==> src/rtl/cpi_read_ctrl_if.sv <==
// Bundle between the CSI-2 payload FIFO / frame configuration and the CPI
// read sequencer. The slave modport is the sequencer's view.
interface cpi_read_ctrl_if #(
    parameter int CNT_WIDTH = 12
);
    logic                 frame_start_i;
    logic [CNT_WIDTH-1:0] line_pixels_i;
    logic [CNT_WIDTH-1:0] frame_lines_i;
    logic [CNT_WIDTH-1:0] h_blank_i;
    logic                 fifo_empty_i;
    logic                 fifo_almost_empty_i;
    logic                 rd_en_o;
    logic                 vsync_o;
    logic                 hsync_o;
    logic                 pix_valid_o;
    logic                 underrun_o;
    logic                 frame_done_o;
    logic                 frame_abort_o;

    modport slave (
        input  frame_start_i, line_pixels_i, frame_lines_i, h_blank_i,
        input  fifo_empty_i, fifo_almost_empty_i,
        output rd_en_o, vsync_o, hsync_o, pix_valid_o,
        output underrun_o, frame_done_o, frame_abort_o
    );

    modport master (
        output frame_start_i, line_pixels_i, frame_lines_i, h_blank_i,
        output fifo_empty_i, fifo_almost_empty_i,
        input  rd_en_o, vsync_o, hsync_o, pix_valid_o,
        input  underrun_o, frame_done_o, frame_abort_o
    );
endinterface

==> src/rtl/cpi_read_ctrl.sv <==
// Pixel-clock read sequencer: drains the payload FIFO one line at a time and
// produces CPI vsync/hsync framing with horizontal blanking and underrun flag.
module cpi_read_ctrl #(
    parameter int CNT_WIDTH = 12,
    parameter int VS_CYCLES = 16
) (
    input  logic           pixel_clk_i,
    input  logic           pixel_rst_i,
    cpi_read_ctrl_if.slave bus
);
    localparam int VS_W = (VS_CYCLES > 1) ? $clog2(VS_CYCLES) : 1;
    localparam logic [VS_W-1:0] VS_LAST = VS_W'(VS_CYCLES - 1);

    typedef enum logic [2:0] {
        S_IDLE,
        S_VSYNC,
        S_WAIT_LINE,
        S_ACTIVE,
        S_HBLANK
    } state_t;

    state_t               r_state;
    state_t               w_next_state;
    logic [CNT_WIDTH-1:0] r_line_pixels;
    logic [CNT_WIDTH-1:0] r_frame_lines;
    logic [CNT_WIDTH-1:0] r_h_blank;
    logic [CNT_WIDTH-1:0] r_cnt;
    logic [CNT_WIDTH-1:0] r_line_cnt;
    logic [CNT_WIDTH-1:0] w_line_inc;
    logic [VS_W-1:0]      r_vs_cnt;
    logic                 r_vsync;
    logic                 r_hsync;
    logic                 r_pix_valid;
    logic                 r_underrun;
    logic                 r_frame_done;
    logic                 r_frame_abort;
    logic                 w_start_ok;
    logic                 w_rd_en;
    logic                 w_line_end;
    logic                 w_last_line;
    logic                 w_frame_done;

    assign w_start_ok  = bus.frame_start_i && (bus.line_pixels_i != '0) &&
                         (bus.frame_lines_i != '0);
    assign w_rd_en     = (r_state == S_ACTIVE) && !bus.fifo_empty_i;
    assign w_line_inc  = r_line_cnt + 1'b1;
    assign w_last_line = (w_line_inc == r_frame_lines);

    always_comb begin
        // NOTE: every output of this block gets a default first, so no path can infer a latch.
        w_next_state = r_state;
        w_line_end   = 1'b0;
        case (r_state)
            S_VSYNC: begin
                if (r_vs_cnt == VS_LAST) w_next_state = S_WAIT_LINE;
            end
            S_WAIT_LINE: begin
                if (!bus.fifo_almost_empty_i) w_next_state = S_ACTIVE;
            end
            S_ACTIVE: begin
                if (r_cnt == r_line_pixels - 1'b1) begin
                    if (r_h_blank == '0) begin
                        w_line_end   = 1'b1;
                        w_next_state = w_last_line ? S_IDLE : S_WAIT_LINE;
                    end else begin
                        w_next_state = S_HBLANK;
                    end
                end
            end
            S_HBLANK: begin
                if (r_cnt == r_h_blank - 1'b1) begin
                    w_line_end   = 1'b1;
                    w_next_state = w_last_line ? S_IDLE : S_WAIT_LINE;
                end
            end
            default: w_next_state = r_state;
        endcase
        // A valid frame start overrides every other transition, including mid-frame.
        if (w_start_ok) w_next_state = S_VSYNC;
    end

    assign w_frame_done = w_line_end && w_last_line && !w_start_ok;

    always_ff @(posedge pixel_clk_i) begin
        // NOTE: sequential state uses non-blocking assignments so all registers update from pre-edge values.
        if (pixel_rst_i) begin
            r_state       <= S_IDLE;
            r_line_pixels <= '0;
            r_frame_lines <= '0;
            r_h_blank     <= '0;
            r_cnt         <= '0;
            r_line_cnt    <= '0;
            r_vs_cnt      <= '0;
            r_vsync       <= 1'b0;
            r_hsync       <= 1'b0;
            r_pix_valid   <= 1'b0;
            r_underrun    <= 1'b0;
            r_frame_done  <= 1'b0;
            r_frame_abort <= 1'b0;
        end else begin
            r_state       <= w_next_state;
            r_vsync       <= (w_next_state == S_VSYNC);
            r_hsync       <= (r_state == S_ACTIVE);
            r_pix_valid   <= w_rd_en;
            r_frame_done  <= w_frame_done;
            r_frame_abort <= w_start_ok && (r_state != S_IDLE);
            if (w_start_ok) begin
                r_line_pixels <= bus.line_pixels_i;
                r_frame_lines <= bus.frame_lines_i;
                r_h_blank     <= bus.h_blank_i;
                r_cnt         <= '0;
                r_line_cnt    <= '0;
                r_vs_cnt      <= '0;
                r_underrun    <= 1'b0;
            end else begin
                if ((r_state == S_ACTIVE) && bus.fifo_empty_i) r_underrun <= 1'b1;
                if (w_next_state != r_state) begin
                    r_cnt <= '0;
                end else if ((r_state == S_ACTIVE) || (r_state == S_HBLANK)) begin
                    r_cnt <= r_cnt + 1'b1;
                end
                r_vs_cnt <= ((r_state == S_VSYNC) && (w_next_state == S_VSYNC)) ?
                            r_vs_cnt + 1'b1 : '0;
                if (w_line_end) r_line_cnt <= w_line_inc;
            end
        end
    end

    assign bus.rd_en_o       = w_rd_en;
    assign bus.vsync_o       = r_vsync;
    assign bus.hsync_o       = r_hsync;
    assign bus.pix_valid_o   = r_pix_valid;
    assign bus.underrun_o    = r_underrun;
    assign bus.frame_done_o  = r_frame_done;
    assign bus.frame_abort_o = r_frame_abort;
endmodule

==> src/flat_wrapper.sv <==
// flat-port wrapper written by rule: the top's interface ports become plain ports
module cpi_read_ctrl_flat 
#(
    parameter int CNT_WIDTH = 12,
    parameter int VS_CYCLES = 16
)
  (pixel_clk_i, pixel_rst_i, bus_frame_start_i, bus_line_pixels_i, bus_frame_lines_i, bus_h_blank_i, bus_fifo_empty_i, bus_fifo_almost_empty_i, bus_rd_en_o, bus_vsync_o, bus_hsync_o, bus_pix_valid_o, bus_underrun_o, bus_frame_done_o, bus_frame_abort_o);
  cpi_read_ctrl_if #(.CNT_WIDTH(CNT_WIDTH)) bus_i ();
  input  logic pixel_clk_i;
  input  logic pixel_rst_i;
  input wire logic [$bits(bus_i.frame_start_i)-1:0] bus_frame_start_i;
  input wire logic [$bits(bus_i.line_pixels_i)-1:0] bus_line_pixels_i;
  input wire logic [$bits(bus_i.frame_lines_i)-1:0] bus_frame_lines_i;
  input wire logic [$bits(bus_i.h_blank_i)-1:0] bus_h_blank_i;
  input wire logic [$bits(bus_i.fifo_empty_i)-1:0] bus_fifo_empty_i;
  input wire logic [$bits(bus_i.fifo_almost_empty_i)-1:0] bus_fifo_almost_empty_i;
  output wire logic [$bits(bus_i.rd_en_o)-1:0] bus_rd_en_o;
  output wire logic [$bits(bus_i.vsync_o)-1:0] bus_vsync_o;
  output wire logic [$bits(bus_i.hsync_o)-1:0] bus_hsync_o;
  output wire logic [$bits(bus_i.pix_valid_o)-1:0] bus_pix_valid_o;
  output wire logic [$bits(bus_i.underrun_o)-1:0] bus_underrun_o;
  output wire logic [$bits(bus_i.frame_done_o)-1:0] bus_frame_done_o;
  output wire logic [$bits(bus_i.frame_abort_o)-1:0] bus_frame_abort_o;
  assign bus_i.frame_start_i = bus_frame_start_i;
  assign bus_i.line_pixels_i = bus_line_pixels_i;
  assign bus_i.frame_lines_i = bus_frame_lines_i;
  assign bus_i.h_blank_i = bus_h_blank_i;
  assign bus_i.fifo_empty_i = bus_fifo_empty_i;
  assign bus_i.fifo_almost_empty_i = bus_fifo_almost_empty_i;
  assign bus_rd_en_o = bus_i.rd_en_o;
  assign bus_vsync_o = bus_i.vsync_o;
  assign bus_hsync_o = bus_i.hsync_o;
  assign bus_pix_valid_o = bus_i.pix_valid_o;
  assign bus_underrun_o = bus_i.underrun_o;
  assign bus_frame_done_o = bus_i.frame_done_o;
  assign bus_frame_abort_o = bus_i.frame_abort_o;
  cpi_read_ctrl #(.CNT_WIDTH(CNT_WIDTH), .VS_CYCLES(VS_CYCLES)) u_core (.pixel_clk_i(pixel_clk_i), .pixel_rst_i(pixel_rst_i), .bus(bus_i));
endmodule
==> config.mk <==
export PLATFORM = sky130hd
export DESIGN_NAME = cpi_read_ctrl_flat
export DESIGN_NICKNAME = d
export VERILOG_FILES = /design/src/rtl/cpi_read_ctrl_if.sv /design/src/rtl/cpi_read_ctrl.sv /design/src/flat_wrapper.sv
export SDC_FILE = /design/constraint.sdc
export NUM_CORES = 1
export LEC_CHECK = 0
export BUFFER_PORTS_ARGS = -buffer_cell sky130_fd_sc_hd__clkbuf_2
export CORE_MARGIN = 2
export CORE_UTILIZATION = 50
export DETAILED_ROUTE_END_ITERATION = 12
export GPL_ROUTABILITY_DRIVEN = 0
export PLACE_DENSITY_LB_ADDON = 0.3
export SETUP_SLACK_MARGIN = 0.15
export SKIP_CTS_REPAIR_TIMING = 1
export SYNTH_ARGS = -nofsm -noshare
export SYNTH_HDL_FRONTEND = slang
export SYNTH_SLANG_ARGS = --single-unit
==> constraint.sdc <==
create_clock -name pixel_clk_i -period 7 [get_ports pixel_clk_i]
set_input_delay 0.7 -clock pixel_clk_i [delete_from_list [all_inputs] [get_ports pixel_clk_i]]
set_output_delay 0.7 -clock pixel_clk_i [all_outputs]
set_load 0.005 [all_outputs]
==> impl_results.md <==
* Run status: complete, no violations
* Synth Cell Area at 4140 sq um
* Io pins at 48
* Overflow after GRT at 0
* First-pass GRT wire length at 15800 um
* Filler cell count at 754
* # setup viols final at 0
* Final wirelength at 9630 um
* Largest net degree at the start of global routing at 44
* Peak VDD IR at 0.000107 V
* Avg Inst Size Synth at 7.84 sq um
* Crit end category: register
* Asr flop ratio synth at 0%
* Worst hold path class: register to register
* Synth Area in Compound Gates at 16.9%
* Clock Tree Root: clkbuf_8
* CTS tree: done
* Leakage at 1.79 nW
* Pre-antenna DRT Iters at 4
* Synth Net Count at 574
* DP HPWL at 7120 um
* Placeable Area at 8130 sq um
* Post-synthesis sequential area ratio at 35.3%
* Remaining design rule violation count at 0
* Place WS at 3.67 ns
* Slew @ Worst Pin at 0.680 ns
* Tmin final at 3.28 ns
* Fin nets at 606
* # rows at 33
* Share of the synthesized area in the top cell type at 35.3%
* Main combinational cell family by area after synthesis: simple AND/OR/NAND/NOR gates
* Synth warn at 0
* Die Width at 95.0 um
* Leading area contributor after synthesis: dfxtp_1
* Final period util at 46.8%
* Post-synth top cells: nand2_1, dfxtp_1, a21oi_1
* CP arrival at 3.53 ns
* Clock buffer count from CTS at 9
* Cells after Synth at 528
* Synth unique cells at 62
* Number of max-cap violations at 0
* Initial Util at 50.9%
* Vias in the first global route at 3475
* Initial antenna violation count at 0
* Yosys reg bits at 73
* Relative slew slack at 54.2%
* ANT nets after route at 0
* Vias per inst at 5.55
* Most frequent cell after synthesis: nand2_1
* WP data required at 7.25 ns
* Area Overhead vs Synth at 10.6%
* Setup WS post-layout at 3.72 ns
* Port bufs at 47
* Largest cells by area after synthesis: dfxtp_1, nand2_1, xor2_1
* Via count at 3712
* Mux cell area share after synthesis at 0.726%
* Setup Skew at 0.0109 ns
* Clock buffer depth at 2
* CTS sink cnt at 73
* Post-synthesis simple-gate area fraction at 27.8%
* CTS H-tree lvls at 3
* Slew Viols, Final at 0
* Internal reg-to-reg setup slack at 3.72 ns
* Layout cell share with drive strength beyond 1 at 13.8%
* Synth Area in Adders at 1.51%
* Critical Path Max Stage Delay at 0.55 ns
* Die Span Y at 95.0 um
* Die area at 9020 sq um
* Top_reg_cell synth: dfxtp_1
* Sum Neg Setup Slack at 0 ns
* Clock transition at the registers of the reported paths at 0.08 ns
* Fmax at 305 MHz
* DR WL/cell at 14.4 um
* Crit-path slowest cell: or4_1
* CP Launch Type: register
* CP max FO at 10
* RSZ-0062 raised after global routing: no
* Crit Path Class: register to register
* EDFF count, synth at 0
* Later-pin clock latency in the skew report at 0.36 ns
* Initial DRC Count at 213
* Cell chain of the critical path: inv_1 -> ha_1 -> xnor2_1 -> o2bb2ai_1 -> a211o_1 -> or4_1 -> nor4_4 -> nor2_2 -> o31a_1 -> o21a_1
* Pwr per Cell Area at 190 nW/um^2
* Gr usage total at 22.6%
* Post-Synth XOR/XNOR Area at 13.1%
* Final Hold Vio Count at 0
* Diodes inserted at 0
-- critical path: cells and delay by family (launching register included) --
kind	cells	cell delay (ns)
adder cells (fa/ha/maj)	1	0.30
XOR/XNOR	1	0.17
flip-flops	1	0.44
AND/OR/NAND/NOR	3	1.21
AO/OA/AOI/OAI	4	0.98
buffers and inverters	1	0.07
-- per-layer routing --
metal  up-vias  part of all wire, %  wire, um  GRT usage, %
li1       1899                    -         -             -
met1      1714                   45      4300          26.8
met2        78                   49      4680          38.6
met3        21                  4.5       436          6.07
met4         0                  2.3       220          9.18
met5         -                    0         0             0
-- cell families after synthesis --
kind of cell | after synthesis
AOI/OAI and AO/OA | 110
buffers and inverters | 45
xor gates and xnor gates | 59
and+or+nand+nor | 233
DFF | 73
muxes | 3
adders and majority gates | 5
-- area by class of cell --
class / count / area (sq um) / area share, %
inverter: 16 / 60.1 / 1.31
clock inverter: 2 / 12.5 / 0.273
multi-input combinational: 410 / 2490 / 54.3
clock buffer: 13 / 169 / 3.69
timing repair buffer: 50 / 258 / 5.63
sequential: 73 / 1460 / 31.9
tap: 105 / 131 / 2.87
-- power breakdown --
part / internal, mW / leakage [nW] / switching, mW
registers: 0.428 / 0.596 / 0.0164
clock network: 0.155 / 0.0915 / 0.155
logic: 0.0506 / 1.10 / 0.0655
total: 0.634 / 1.79 / 0.237
-- sequential cells by signal, summed over array words and instances, names as in the netlist, 3 cells and up --
signal                count
u_core.r_cnt             12
u_core.r_frame_lines     12
u_core.r_h_blank         12
u_core.r_line_cnt        12
u_core.r_line_pixels     12
u_core.r_vs_cnt           4
u_core.r_state            3
-- layout by cell type, fill, tap and decap left out, drive strengths merged, types with 12 or more instances in the layout --
| cell | n |
|---|---|
| a21oi | 50 |
| clkbuf | 60 |
| dfxtp | 73 |
| inv | 16 |
| nand2 | 92 |
| nand3 | 12 |
| nor2 | 48 |
| nor3 | 19 |
| nor4 | 14 |
| o21ai | 12 |
| xnor2 | 27 |
| xor2 | 30 |
-- worst paths after layout --
path / startpoint / endpoint / cells after the start
hold reg to reg: u_core.bus.underrun_o / u_core.bus.underrun_o / 2
hold / removal: u_core.bus.underrun_o / u_core.bus.underrun_o / 2
setup / recovery: u_core.r_line_pixels[0] / u_core.r_line_cnt[10] / 10
setup reg to reg: u_core.r_line_pixels[0] / u_core.r_line_cnt[10] / 10
-- stage by stage --
step | power [mW] | utilization (%) | instances | hold slack (ns) | instance area [sq um]
after floorplan | 0.534 | - | 528 | 0.429 | 4140
after global placement | 0.565 | 54.1 | 654 | 0.446 | 4400
after detailed placement | 0.569 | 54.1 | 654 | 0.458 | 4400
after CTS | 0.876 | 56.3 | 669 | 0.472 | 4580
after global routing | 0.911 | 56.3 | 669 | 0.490 | 4580
final | 0.870 | 56.3 | 669 | 0.469 | 4580
Power figures use the tool's default switching activity.
